`src/rtl/round_scheduler_if.sv`:
```
`default_nettype none
// ============================================================================
// Module      : round_scheduler_if
// Description : Host/step-unit handshake bundle of the permutation round
//               scheduler.
// Revision    : 1.0 - initial release
// ============================================================================
interface round_scheduler_if;
   logic       start;
   logic [4:0] stepDone;
   logic [4:0] stepStart;
   logic [2:0] memSel;
   logic       swapBuf;
   logic [4:0] round;
   logic [2:0] step;
   logic       busy;
   logic       done;
   logic       err;

   modport master (
      output start,
      output stepDone,
      input  stepStart,
      input  memSel,
      input  swapBuf,
      input  round,
      input  step,
      input  busy,
      input  done,
      input  err
   );

   modport slave (
      input  start,
      input  stepDone,
      output stepStart,
      output memSel,
      output swapBuf,
      output round,
      output step,
      output busy,
      output done,
      output err
   );
endinterface
`default_nettype wire

```
`src/rtl/round_scheduler.sv`:
```
`default_nettype none
// ============================================================================
// Module      : round_scheduler
// Description : Sequences ROUNDS rounds of the five permutation step units,
//               owning the state-memory grant and ping-pong buffer swaps.
// Revision    : 1.0 - initial release
// ============================================================================
module round_scheduler #(
   parameter int ROUNDS  = 24,
   parameter int TIMEOUT = 63
) (
   input  wire logic        clk,
   input  wire logic        rst,
   round_scheduler_if.slave bus
);

   localparam logic [2:0] c_IDLE    = 3'd0;
   localparam logic [2:0] c_LAUNCH  = 3'd1;
   localparam logic [2:0] c_WAIT    = 3'd2;
   localparam logic [2:0] c_ADVANCE = 3'd3;
   localparam logic [2:0] c_FINISH  = 3'd4;
   localparam logic [2:0] c_ERROR   = 3'd5;

   localparam logic [4:0] c_LAST_ROUND = 5'(ROUNDS - 1);
   localparam logic [2:0] c_LAST_STEP  = 3'd4;
   localparam logic [5:0] c_WAIT_LAST  = 6'(TIMEOUT - 1);

   logic [2:0] r_state;
   logic [4:0] r_round;
   logic [2:0] r_step;
   logic [5:0] r_wait;

   logic [2:0] w_state_nxt;
   logic [4:0] w_round_nxt;
   logic [2:0] w_step_nxt;
   logic [5:0] w_wait_nxt;
   logic [4:0] w_expect;
   logic       w_busy;

   assign w_expect = 5'b00001 << r_step;

   always_comb begin
      w_state_nxt = r_state;
      w_round_nxt = r_round;
      w_step_nxt  = r_step;
      w_wait_nxt  = r_wait;
      case (r_state)
         c_IDLE: begin
            if (bus.start) begin
               w_state_nxt = c_LAUNCH;
               w_round_nxt = 5'd0;
               w_step_nxt  = 3'd0;
               w_wait_nxt  = 6'd0;
            end
         end
         c_LAUNCH: begin
            w_wait_nxt  = 6'd0;
            w_state_nxt = c_WAIT;
         end
         c_WAIT: begin
            // A correct done wins even on the last permitted wait cycle.
            if (bus.stepDone == w_expect) begin
               w_state_nxt = c_ADVANCE;
            end else if (bus.stepDone != 5'd0) begin
               w_state_nxt = c_ERROR;
            end else if (r_wait == c_WAIT_LAST) begin
               w_state_nxt = c_ERROR;
            end else begin
               w_wait_nxt = r_wait + 6'd1;
            end
         end
         c_ADVANCE: begin
            if (r_step < c_LAST_STEP) begin
               w_step_nxt  = r_step + 3'd1;
               w_state_nxt = c_LAUNCH;
            end else if (r_round < c_LAST_ROUND) begin
               w_step_nxt  = 3'd0;
               w_round_nxt = r_round + 5'd1;
               w_state_nxt = c_LAUNCH;
            end else begin
               w_state_nxt = c_FINISH;
            end
         end
         c_FINISH: begin
            w_state_nxt = c_IDLE;
         end
         c_ERROR: begin
            if (bus.start) begin
               w_state_nxt = c_IDLE;
            end
         end
         default: begin
            w_state_nxt = c_IDLE;
         end
      endcase
   end

   always_ff @(posedge clk) begin
      if (rst) begin
         r_state <= c_IDLE;
         r_round <= 5'd0;
         r_step  <= 3'd0;
         r_wait  <= 6'd0;
      end else begin
         r_state <= w_state_nxt;
         r_round <= w_round_nxt;
         r_step  <= w_step_nxt;
         r_wait  <= w_wait_nxt;
      end
   end

   assign w_busy = (r_state == c_LAUNCH) || (r_state == c_WAIT) ||
                   (r_state == c_ADVANCE) || (r_state == c_FINISH);

   assign bus.stepStart = (r_state == c_LAUNCH) ? w_expect : 5'd0;
   assign bus.memSel    = w_busy ? r_step : 3'd0;
   assign bus.swapBuf   = (r_state == c_ADVANCE);
   assign bus.round     = r_round;
   assign bus.step      = r_step;
   assign bus.busy      = w_busy;
   assign bus.done      = (r_state == c_FINISH);
   assign bus.err       = (r_state == c_ERROR);

endmodule
`default_nettype wire

```
`src/flat_wrapper.sv`:
```
// flat-port wrapper written by rule: the top's interface ports become plain ports
module round_scheduler_flat 
#(
   parameter int ROUNDS  = 24,
   parameter int TIMEOUT = 63
)
  (clk, rst, bus_start, bus_stepDone, bus_stepStart, bus_memSel, bus_swapBuf, bus_round, bus_step, bus_busy, bus_done, bus_err);
  round_scheduler_if bus_i ();
  input  wire logic clk;
  input  wire logic rst;
  input wire logic [$bits(bus_i.start)-1:0] bus_start;
  input wire logic [$bits(bus_i.stepDone)-1:0] bus_stepDone;
  output wire logic [$bits(bus_i.stepStart)-1:0] bus_stepStart;
  output wire logic [$bits(bus_i.memSel)-1:0] bus_memSel;
  output wire logic [$bits(bus_i.swapBuf)-1:0] bus_swapBuf;
  output wire logic [$bits(bus_i.round)-1:0] bus_round;
  output wire logic [$bits(bus_i.step)-1:0] bus_step;
  output wire logic [$bits(bus_i.busy)-1:0] bus_busy;
  output wire logic [$bits(bus_i.done)-1:0] bus_done;
  output wire logic [$bits(bus_i.err)-1:0] bus_err;
  assign bus_i.start = bus_start;
  assign bus_i.stepDone = bus_stepDone;
  assign bus_stepStart = bus_i.stepStart;
  assign bus_memSel = bus_i.memSel;
  assign bus_swapBuf = bus_i.swapBuf;
  assign bus_round = bus_i.round;
  assign bus_step = bus_i.step;
  assign bus_busy = bus_i.busy;
  assign bus_done = bus_i.done;
  assign bus_err = bus_i.err;
  round_scheduler #(.ROUNDS(ROUNDS), .TIMEOUT(TIMEOUT)) u_core (.clk(clk), .rst(rst), .bus(bus_i));
endmodule
```
`config.mk`:
```
export PLATFORM = sky130hd
export DESIGN_NAME = round_scheduler_flat
export DESIGN_NICKNAME = d
export VERILOG_FILES = /design/src/rtl/round_scheduler_if.sv /design/src/rtl/round_scheduler.sv /design/src/flat_wrapper.sv
export SDC_FILE = /design/constraint.sdc
export NUM_CORES = 1
export LEC_CHECK = 0
export BUFFER_PORTS_ARGS = -buffer_cell sky130_fd_sc_hd__buf_2
export CELL_PAD_IN_SITES_DETAIL_PLACEMENT = 1
export CELL_PAD_IN_SITES_GLOBAL_PLACEMENT = 1
export CORE_UTILIZATION = 43
export DETAILED_ROUTE_END_ITERATION = 8
export GPL_TIMING_DRIVEN = 0
export PLACE_DENSITY = 0.85
export RECOVER_POWER = 50
export SYNTH_ARGS = -nofsm -noshare
export SYNTH_HDL_FRONTEND = slang
export SYNTH_SLANG_ARGS = --single-unit
```
`constraint.sdc`:
```
create_clock -name clk -period 3.1 [get_ports clk]
set_clock_uncertainty 0.2 [all_clocks]
set_input_delay 0.31 -clock clk [delete_from_list [all_inputs] [get_ports clk]]
set_output_delay 0.31 -clock clk [all_outputs]
set_load 0.01 [all_outputs]
```
Word level (Yosys, flattened, before mapping)

Cells that the tools add are included.

Register bits: 17
Input port bits: 8
Output and inout bits: 20
Logic and storage cells: 59

Add/sub/neg operators: 3
Order comparisons: 2
Eq/ne operators: 16
Shifts and indexed selects: 1
Multiplexer cells: 22
Reduce and logical (&&, ||, !) cells: 11

Operators with widths:

| cell                  | number |
|---|---|
| $mux W3               | 10 |
| $mux W6               | 4 |
| $mux W5               | 4 |
| $pmux W6 S3           | 1 |
| $pmux W3 S5           | 1 |
| $ne A2 B2 Y1 const B  | 6 |
| $pmux W5 S2           | 1 |
| $add A6 B1 Y6 const B | 1 |
| $eq A3 B2 Y1 const B  | 2 |
| $eq A3 B3 Y1 const B  | 2 |
| $eq A6 B6 Y1 const B  | 1 |
| $pmux W3 S2           | 1 |
| $reduce_and A3 Y1     | 2 |
| $add A5 B1 Y5 const B | 1 |
| $eq A5 B5 Y1          | 1 |
| $lt A5 B5 Y1 const B  | 1 |
| $reduce_and A5 Y1     | 1 |
| $reduce_bool A5 Y1    | 1 |
| $shl A1 B3 Y5 const A | 1 |
| $ne A4 B1 Y1 const B  | 1 |
| $reduce_and A4 Y1     | 1 |
| $add A3 B1 Y3 const B | 1 |
| $eq A3 B1 Y1 const B  | 1 |
| $logic_not A3 Y1      | 1 |
| other kinds (6)       | 8 |

Longest topological paths before layout

Gate-level depths: netlist (run 1).

Word-level depth: 5
Gate-level depth with buffers: 8
Mapped depth without buffers: 7

Worst setup path before layout (run 1)

No wires, ideal clock.

Path type: register -> register
From: register u_core.r_step[0], in the netlist u_core.bus.step[0]
To: register u_core.r_state[2]
Library setup time: 0.119 ns
Arrival time: 1.816 ns
Required time: 2.781 ns
Slack: 0.966 ns
Stages on the path, launching flop included: 9
Buffers on the path: 1
Clock period less this slack: 2.134 ns
Cell sequence: dfxtp_1 > inv_1 > ha_1 > xnor2_1 > a22oi_2 > a32oi_1 > buf_4 > or2_4 > o221a_1

Cells in the longest elaborated chain, start to end: 4
Elaborated cells on any way between the ends: 8
Classes of those cells: 1 x order compare; 2 x eq/ne; 1 x shift; 3 x mux; 1 x reduce/logical

RTL lines:

| item                                             | RTL line               | RTL |
|---|---|---|
| start, declared                                  | round_scheduler.sv:30  | `logic [2:0] r_step;` |
| start signal, assigned                           | round_scheduler.sv:107 | `r_step <= w_step_nxt;` |
| $shl A1 B3 Y5                                    | round_scheduler.sv:40  | `assign w_expect = 5'b00001 << r_step;` |
| $eq A5 B5 Y1                                     | round_scheduler.sv:62  | `if (bus.stepDone == w_expect) begin` |
| $mux W3 or $ne A4 B1 Y1 (tied branches)          | n/a                    |  |
| $pmux W3 S5 or $reduce_and A3 Y1 (tied branches) | n/a                    |  |
| end signal, assigned                             | round_scheduler.sv:100 | `r_state <= c_IDLE;` |
| end signal, assigned                             | round_scheduler.sv:105 | `r_state <= w_state_nxt;` |
| end, declared                                    | round_scheduler.sv:28  | `logic [2:0] r_state;` |

Parallel ways exist; a longest one is shown, timed or not.
A chain may end at the register's enable or synchronous reset.

Final worst setup path (run 1)

From: register u_core.r_state[1]
To: output bus_memSel[2]

Cells in the longest elaborated chain, start to end: 5
Elaborated cells on any way between the ends: 8
Classes of those cells: 4 x eq/ne; 1 x mux; 3 x reduce/logical

RTL lines:

| item                                         | RTL line               | RTL |
|---|---|---|
| $eq A3 B1 Y1 or $eq A3 B2 Y1 (tied branches) | round_scheduler.sv:112 | `assign w_busy = (r_state == c_LAUNCH) \|\| (r_state == c_WAIT) \|\|` |
| $logic_or A1 B1 Y1 (2 in series)             | round_scheduler.sv:112 |  |
| $logic_or A1 B1 Y1 (*)                       | round_scheduler.sv:113 | `(r_state == c_ADVANCE) \|\| (r_state == c_FINISH);` |
| $mux W3 (*)                                  | round_scheduler.sv:116 | `assign bus.memSel = w_busy ? r_step : 3'd0;` |
| end, declared                                | flat_wrapper.sv:14     | `output wire logic [$bits(bus_i.memSel)-1:0] bus_memSel;` |

Mark *: on every way between the ends. The rest lies on a longest branch, timed or not.

==> results.yml, run 1 <==
route:
  viasPerCell: 5.815
  drt_pre_antenna_iters: 8
  drc: 2
  drt-initial-drc-count: 49
  finalWirelength_um: 3700
  drtAntennaViolNets: 0
  wire_per_inst_um: 16.30
  dr_total_vias: 1320
die:
  rows: 19
  pin_count: 28
  die_w_um: 57.75
  core_area_mm2: 0.002853
  dieArea_mm2: 0.003334
  initial_core_util_pct: 46.84
  dieHeight_um: 57.75
layout:
  utilization_pct: 53.16
  syn2layout_area_growth_pct: 13.48
  layout-drive-gt1-share_pct: 16.84
  finalNetCount: 212
  nFillCells: 380
  antenna_cells: 0
global_route:
  track_usage_pct: 23.82
  grt_pass1_vias: 1343
  grt_start_max_net_pins: 11
  grt_pass1_wl_um: 6113
  antenna_found_initial: 0
  grt-ovfl-total: 0
logic_synthesis:
  synth_edf_count: 0
  yosys_most_used_dff: "dfxtp_1"
  synthAdderAreaFrac_pct: 6.554
  synth_area_per_cell_um2: 8.099
  synth.distinct_cells: 59
  async_reset_ff_share_pct: 0
  synth_top_family_by_area: "simple AND/OR/NAND/NOR gates"
  synth.area.mux_share_pct: 2.996
  synth-compound-area-share_pct: 19.94
  synth_xor_xnor_area_share_pct: 3.933
  syn_inst: 165
  synthSimpleGateAreaFrac_pct: 35.86
  synth_nets: 180
  yosysSeqAreaShare_pct: 25.47
  synth.cell_area_mm2: 0.001336
  ys_ff_latch: 17
  ys.warnings.count: 0
clock_tree:
  clk_pin_slew_ns: 0.11
  numCtsBuffers: 3
  postCtsSetupBuffers: 0
  cts_resized: 0
  cts_root_buf: "clkbuf_4"
  cts-hold-fix-buffers: 0
  h-tree-depth: 1
  tritoncts: "yes"
  clkLatencyLatePin_ns: 0.30
  clock_path_buffers: 2
  numClockSinks: 17
critical_path:
  worstPathRequired_ns: 2.59
  worst_r2r_endpoint: "u_core.r_wait[2]"
  r2r_setup_slack_ns: 0.77
  rr_startpoint: "u_core.bus.step[0]"
  critical_path.slowest_cell: "nor3_1"
  critPathMaxStageDelay_ns: 0.49
  end_kind: "output port"
  start_kind: "flop"
  path_cells: "clkbuf_1, nor3_1, nor2_1, and2_1, buf_2"
  reg2reg_depth: 8
  crit_fanout: 10
  crit_start: "u_core.r_state[1]"
  arrival_ns: 1.85
  worst-setup-path-type: "reg -> out"
sta:
  finalMaxSlewViolations: 0
  setup_viol: 0
  rsz0062_at_grt: "no"
  hold_violations: 0
  max_freq_mhz: 424.1
  final.min_clock_period_ns: 2.358
  relSlewSlack_pct: 42.02
  tightest_slew_ns: 0.8646
  fin_setup_tns_ns: 0
  final.period_utilization_pct: 76.06
status:
  status: "complete, but fails checks"
  violations: "DRC"
worst_hold_path:
  whs_path_depth: 3
  holdPathEnd: "u_core.r_wait[5]"
  hold_path.class: "in -> reg"
  hp-start: "rst"
placement:
  io_buffers: 27
  dp_hpwl_um: 2874
  gp_congestion: 0.8141
pwr:
  irDropWorstVdd_uv: 185.4
  leakage_uw: 0.0006040
  powerDensity_mw_per_mm2: 305.3
job:
  drv_cap: 0
## critical path: cells and delay by family, from the launching register on
family                 cells  cell delay [ns]
DFF                        1             0.37
buffers and inverters      2             0.39
and+or+nand+nor            3             0.79
## routing by layer
metal  up-vias  track usage [%]  share of wire [%]
li1        662                -                  -
met1       625            27.96                 45
met2        26            44.02                 51
met3         7            3.125                2.6
met4         0            8.844                1.5
met5         -                0                  0
## report_power, final
| group | leakage, uW | internal [uW] | switching [uW] |
|---|---|---|---|
| sequential | 0.000137 | 223 | 5.74 |
| combinational | 0.000449 | 40.2 | 67.4 |
| clock | 0.0000177 | 48.1 | 79.1 |
## state kept, by name, indices dropped and copies added (netlist names)
register,count
u_core.bus.step,3
u_core.bus.round,5
u_core.r_state,3
u_core.r_wait,6
## cells by family after synthesis
logic type | after synthesis
AOI/OAI and AO/OA | 33
xor gates and xnor gates | 6
adders and majority gates | 7
buffers and inverters | 17
DFF | 17
muxes | 4
and+or+nand+nor | 81
## metrics by stage
| stage | total power (uW) | area [um^2] | instances | setup WS (ns) | hold slack [ns] |
|---|---|---|---|---|---|
| 6_report | 463.0 | 1516 | 227 | 0.7420 | 0.1596 |
| 2_1_floorplan | 305.6 | 1336 | 165 | 0.9656 | 0.2522 |
| 3_3_place_gp | 334.9 | 1510 | 223 | 0.8330 | 0.2688 |
| 5_1_grt | 486.4 | 1516 | 227 | 0.6118 | 0.1603 |
| 3_5_place_dp | 342.3 | 1510 | 223 | 0.7707 | 0.2841 |
| 4_1_cts | 469.4 | 1538 | 227 | 0.7538 | 0.1426 |
## synth_stat cells (all sizes together) (2+ instances only)
master  count  area, um^2
or3         3       18.77
ha          7       87.58
xnor2       5       43.79
nor3       12       70.07
nand2       5       18.77
nand3       4       25.02
or2         2       15.02
o31a        2       17.52
nor2       23       86.33
a21o        2       15.01
mux2i       4       40.04
a31oi       2       12.51
a22oi       2       20.02
nand4b      2       32.53
a211oi      3       32.53
nand3b      3       22.52
a21oi       5       28.78
nand4       3       18.77
and2        6       37.54
buf         3       17.52
a211o       2       17.52
dfxtp      17       340.3
nor3b       3       22.52
or3b        2       17.52
or4         2       15.01
clkbuf      5       18.77
inv         9       33.78
o21ai       2       10.00
nor2b       2       12.51
and3        2       12.51
nand2b      3       18.77
## cell type report
class / count / area (um^2) / share of cell area, %
Clock inverter: 1 / 5.005 / 0.3300
Sequential cell: 17 / 340.3 / 22.44
Multi-Input combinational cell: 131 / 917.1 / 60.48
Tap cell: 31 / 38.79 / 2.558
Timing Repair Buffer: 27 / 122.6 / 8.086
Buffer: 8 / 36.28 / 2.393
Clock buffer: 3 / 22.52 / 1.485
Inverter: 9 / 33.78 / 2.228
## cell usage in the layout, fill, tap and decap left out, types with 4 or more instances in the layout
master / n
a21oi_1: 5
and2_1: 6
buf_2: 19
clkbuf_1: 15
dfxtp_1: 17
ha_1: 7
inv_1: 9
mux2i_1: 4
nand2_1: 5
nor2_1: 23
nor3_1: 10
xnor2_1: 5
## how the worst max path moves through the flow
| stage | endpoint | slack (ns) | cells past startpoint |
|---|---|---|---|
| after floorplan | u_core.r_state[2] | 0.97 | 8 |
| after global placement | u_core.r_wait[2] | 0.83 | 8 |
| after detailed placement | u_core.r_wait[2] | 0.77 | 8 |
| after CTS | bus_memSel[2] | 0.75 | 5 |
| after global routing | bus_memSel[2] | 0.61 | 5 |
| final | bus_memSel[2] | 0.74 | 5 |
Note: power is estimated with default switching activity, not from simulation.
==> inputs of run 2 (changes only) <==
- CORE_UTILIZATION: 43 -> 40
- PLACE_DENSITY: 0.85 -> 0.8
- clock period: 3.1 -> 2.3 ns (I/O delays scaled with it)
==> run 2 against run 1 <==
Against the previous run: largest cell class unchanged; largest power group unchanged; critical path depth grew 3; the run now ends clean; non-clock buffer count grew 1; critical endpoint is now u_core.r_wait[2]; critical path type is now reg -> reg; highest routed layer unchanged; first-iteration DRC count decreased by 2.0%.
==> results.yml, run 2 (same netlist as run 1, synthesis figures left out) <==
status:
  status: "finished, final reports clean"
global_route:
  grt_pass1_vias: 1433
  grt_start_max_net_pins: 11
  grt_pass1_wl_um: 6361
  grt-ovfl-total: 0
  track_usage_pct: 23.07
  antenna_found_initial: 0
pwr:
  irDropWorstVdd_uv: 219.2
  leakage_uw: 0.0006565
  powerDensity_mw_per_mm2: 401.8
route:
  dr_total_vias: 1376
  finalWirelength_um: 3827
  viasPerCell: 5.710
  drc: 0
  drt-initial-drc-count: 48
  wire_per_inst_um: 15.88
  drt_pre_antenna_iters: 6
  drtAntennaViolNets: 0
critical_path:
  worst-setup-path-type: "reg -> reg"
  arrival_ns: 2.26
  worstPathRequired_ns: 2.32
  critPathMaxStageDelay_ns: 0.41
  end_kind: "flop"
  critical_path.slowest_cell: "dfxtp_2"
  path_cells: "inv_1, ha_2, xnor2_1, a22oi_2, a32oi_2, buf_4, o311a_1, o31a_1"
  crit_fanout: 6
  start_kind: "flop"
clock_tree:
  numCtsBuffers: 3
  tritoncts: "yes"
  cts-hold-fix-buffers: 0
  clk_pin_slew_ns: 0.13
  clock_path_buffers: 2
  clkLatencyLatePin_ns: 0.31
  numClockSinks: 17
  h-tree-depth: 1
  cts_root_buf: "clkbuf_4"
placement:
  io_buffers: 27
  placed_cell_area_mm2: 0.001526
  gp_congestion: 0.7474
  dp_hpwl_um: 2826
worst_hold_path:
  hold_path.class: "in -> reg"
layout:
  nFillCells: 433
  largest_reg_flops: 6
  finalNetCount: 213
  regMostFlops: "u_core.r_wait"
  antenna_cells: 0
  layout-drive-gt1-share_pct: 27.92
  utilization_pct: 51.41
  mostFrequentLayoutCells: "29 x buf_2, 23 x nor2_1, 15 x dfxtp_1, 8 x inv_1, 8 x nor3_1"
  syn2layout_area_growth_pct: 19.38
  fin_area_mm2: 0.001595
  final_common_cell: "buf_2"
sta:
  finalMaxSlewViolations: 0
  tightest_slew_ns: 0.5382
  relSlewSlack_pct: 64.05
  setup_viol: 0
  hold_violations: 0
  max_freq_mhz: 446.7
  rsz0062_at_grt: "yes"
  final.min_clock_period_ns: 2.239
  final.period_utilization_pct: 97.34
die:
  dieHeight_um: 59.80
  pin_count: 28
  dieArea_mm2: 0.003576
  die_w_um: 59.80
  initial_core_util_pct: 43.06
  rows: 20
  core_area_mm2: 0.003103
job:
  drv_cap: 0
==> run 2: changes by cell type in the layout (fill, tap and decap cells not counted), sizes merged <==
cell / before / now
buf: 20 / 31
clkbuf: 18 / 8
==> run 2: through the flow <==
stage               hold WS [ns]  setup TNS, ns  setup slack (ns)  power [uW]  std cells
floorplan                 0.2128              0            0.1656       411.9        165
global placement          0.2689              0           0.03041       452.2        236
detailed placement        0.2884        -0.7120           -0.1453       458.3        236
CTS                      0.07206              0           0.02574       634.3        240
global route             0.09138        -0.2322          -0.05034       666.2        241
finish                   0.07354              0           0.06111       641.0        241
==> run 2: path summary, 6_finish.rpt <==
path / from / endpoint / slack (ns) / depth (start not counted)
max: u_core.bus.step[0] / u_core.r_wait[2] / 0.06 / 8
min reg2reg: u_core.r_wait[5] / u_core.r_wait[5] / 0.30 / 2
max reg2reg: u_core.bus.step[0] / u_core.r_wait[2] / 0.06 / 8
min: rst / u_core.r_wait[5] / 0.07 / 3
==> run 2: metal layers <==
metal | vias to the layer above | GRT usage [%] | routed length, um
met5 | - | 0 | 0
met1 | 685 | 26.48 | 1570
met4 | 0 | 7.309 | 29
li1 | 661 | - | -
met3 | 6 | 1.948 | 77
met2 | 24 | 44.29 | 2149
==> run 2: repair_timing <==
| item | CTS | global route |
|---|---|---|
| pin swaps | 0 | 1 |
| resized for setup | 3 | 6 |
| setup buffers | 0 | 1 |
| endpoints found under the setup margin | 8 | 10 |
==> run 2: where the power goes <==
| group | leakage [uW] | switching (uW) | total, uW | internal [uW] |
|---|---|---|---|---|
| Clock | 0.0000177 | 114 | 179 | 64.9 |
| Combinational | 0.000500 | 94.5 | 152 | 58.0 |
| Sequential | 0.000138 | 9.46 | 310 | 300 |
==> run 2: cell type report <==
class	instances	area [um^2]	area share (%)
Inverter	9	33.78	2.118
Clock inverter	1	5.005	0.3137
Tap cell	44	55.05	3.451
Timing Repair Buffer	28	142.6	8.941
Clock buffer	3	22.52	1.412
Buffer	8	40.04	2.510
Multi-Input combinational cell	131	953.4	59.76
Sequential cell	17	342.8	21.49
==> run 2: critical path: cells and delay by family, from the launching register on <==
family | cells | cell delay [ns]
AO/OA/AOI/OAI | 4 | 0.90
flip-flops | 1 | 0.41
buffers and inverters | 2 | 0.27
adder cells (fa/ha/maj) | 1 | 0.24
XOR/XNOR | 1 | 0.14
==> inputs of run 3 (changes only) <==
- CORE_ASPECT_RATIO: not set -> 2
==> run 3 against run 2 <==
Against the previous run: first-iteration DRC count is 44% lower; hold slack better by 0.073 ns; register-to-register slack better by 0.03 ns; cell area is 2.7% lower; critical path type unchanged; global-route usage hardly changed.
==> results.yml, run 3 (same netlist as run 1, synthesis figures left out) <==
global_route:
  track_usage_pct: 23.04
  grt_pass1_vias: 1498
  grt-ovfl-total: 0
  grt_pass1_wl_um: 6568
  antenna_found_initial: 0
  grt_start_max_net_pins: 11
sta:
  fin_setup_tns_ns: 0
  setup_viol: 0
  final.min_clock_period_ns: 2.207
  final.period_utilization_pct: 95.96
  relSlewSlack_pct: 37.80
  max_freq_mhz: 453.1
  tightest_slew_ns: 0.9274
  finalMaxSlewViolations: 0
  hold_violations: 0
  hold_ws_ns: 0.1463
critical_path:
  worst_r2r_endpoint: "u_core.r_state[2]"
  critical_path.slowest_cell: "dfxtp_2"
  start_kind: "flop"
  worstPathRequired_ns: 2.26
  end_kind: "flop"
  worst-setup-path-type: "reg -> reg"
  path_cells: "inv_1, ha_1, xnor2_1, a22oi_2, a32oi_2, buf_6, or2_4, o221a_1"
  rr_startpoint: "u_core.bus.step[0]"
  crit_start: "u_core.bus.step[0]"
  path_delay_family: "compound AO/OA/AOI/OAI gates"
  crit_buf_inv: 2
  reg2reg_depth: 8
  arrival_ns: 2.16
  endpoint: "u_core.r_state[2]"
  r2r_setup_slack_ns: 0.09
  crit_fanout: 10
  path_depth: 8
  critPathMaxStageDelay_ns: 0.38
die:
  rows: 29
  die_w_um: 42.87
  dieHeight_um: 83.74
  dieArea_mm2: 0.003590
  pin_count: 28
  core_area_mm2: 0.003193
  initial_core_util_pct: 41.85
layout:
  mostFrequentLayoutCells: "23 x nor2_1, 22 x buf_2, 15 x dfxtp_1, 12 x clkbuf_1, 10 x nor3_1"
  syn2layout_area_growth_pct: 16.20
  regMostFlops: "u_core.r_wait"
  layout-drive-gt1-share_pct: 19.90
  finalNetCount: 212
  final_common_cell: "nor2_1"
  largest_reg_flops: 6
  antenna_cells: 0
route:
  finalWirelength_um: 3795
  drc: 0
  dr_total_vias: 1377
  drt_pre_antenna_iters: 4
  viasPerCell: 6.066
  drtAntennaViolNets: 0
  drt-initial-drc-count: 27
  wire_per_inst_um: 16.72
clock_tree:
  cts_root_buf: "clkbuf_8"
  numClockSinks: 17
  clock_path_buffers: 2
  postCtsSetupBuffers: 0
  tritoncts: "yes"
  numCtsBuffers: 3
  clkLatencyLatePin_ns: 0.26
  cts-hold-fix-buffers: 0
  h-tree-depth: 1
  clk_pin_slew_ns: 0.07
placement:
  gp_congestion: 0.8361
  io_buffers: 27
  dp_hpwl_um: 3068
pwr:
  leakage_uw: 0.0006269
  fin_total_pwr_uw: 689.0
  irDropWorstVdd_uv: 314.1
  powerDensity_mw_per_mm2: 443.7
job:
  drv_cap: 0
worst_hold_path:
  hold_path.class: "in -> reg"
status:
  status: "finished, final reports clean"
## run 3: cell count changes in the layout (fill, tap and decap cells not counted), moves of 2 or more
cell,change
buf_2,-7
clkbuf_1,+7
clkbuf_4,-3
clkbuf_8,+3
a211oi_1,+2
a211oi_2,-2
ha_1,+2
ha_2,-2
nor3_1,+2
nor3_2,-2
## run 3: worst register-to-register path, cell delays in order, from the launching register on
cell	delay (ns)
dfxtp_2	0.38
inv_1	0.10
ha_1	0.29
xnor2_1	0.17
a22oi_2	0.14
a32oi_2	0.15
buf_6	0.17
or2_4	0.25
o221a_1	0.26
## run 3: area by class of cell
cell class / instances / area (um^2)
plain buffers: 8 / 40.04
clock buffers: 3 / 41.29
clock inverters: 1 / 5.005
fillers: 418 / 1640
inverters: 9 / 33.78
multi-input cells: 131 / 924.6
flip-flops and latches: 17 / 342.8
well taps: 31 / 38.79
repair buffers: 27 / 126.4
## run 3: layer usage
layer	track usage, %	part of all wire (%)	vias up
li1	-	-	663
met1	22.59	36	685
met3	2.165	2.0	5
met2	46.14	61	24
met5	0	0	-
met4	7.670	1.6	0
## run 3: per-stage QoR
| step | instance area, um^2 | cells | setup slack (ns) | util (%) |
|---|---|---|---|---|
| floorplan | 1336 | 165 | 0.1656 | - |
| global placement | 1510 | 223 | -0.001573 | 47.30 |
| detailed placement | 1510 | 223 | -0.06105 | 47.30 |
| CTS | 1565 | 227 | 0.02862 | 49.02 |
| global route | 1553 | 227 | -0.04077 | 48.63 |
| finish | 1553 | 227 | 0.09286 | 48.63 |
## run 3: timing repair
action                                 4_1_cts  5_1_grt
pin swaps                                    0        0
cloned                                       0        0
setup endpoints to repair                    5        6
resized for setup                            2        2
endpoints found under the hold margin        0        0
## run 3: report_power, final
part           internal (uW)  switching (uW)
clock                    121             117
sequential               300            7.26
combinational           54.6            89.9
total                    475             214
## run 3: how the worst min path moves through the flow
stage,from,end,slack (ns),cells after the start
2_1_floorplan,rst,u_core.r_wait[3],0.21,2
3_3_place_gp,u_core.r_wait[3],u_core.r_wait[3],0.27,2
3_5_place_dp,u_core.r_wait[3],u_core.r_wait[3],0.29,2
4_1_cts,bus_start,u_core.r_state[0],0.14,3
5_1_grt,bus_start,u_core.r_state[0],0.15,3
6_report,bus_start,u_core.r_state[0],0.15,3
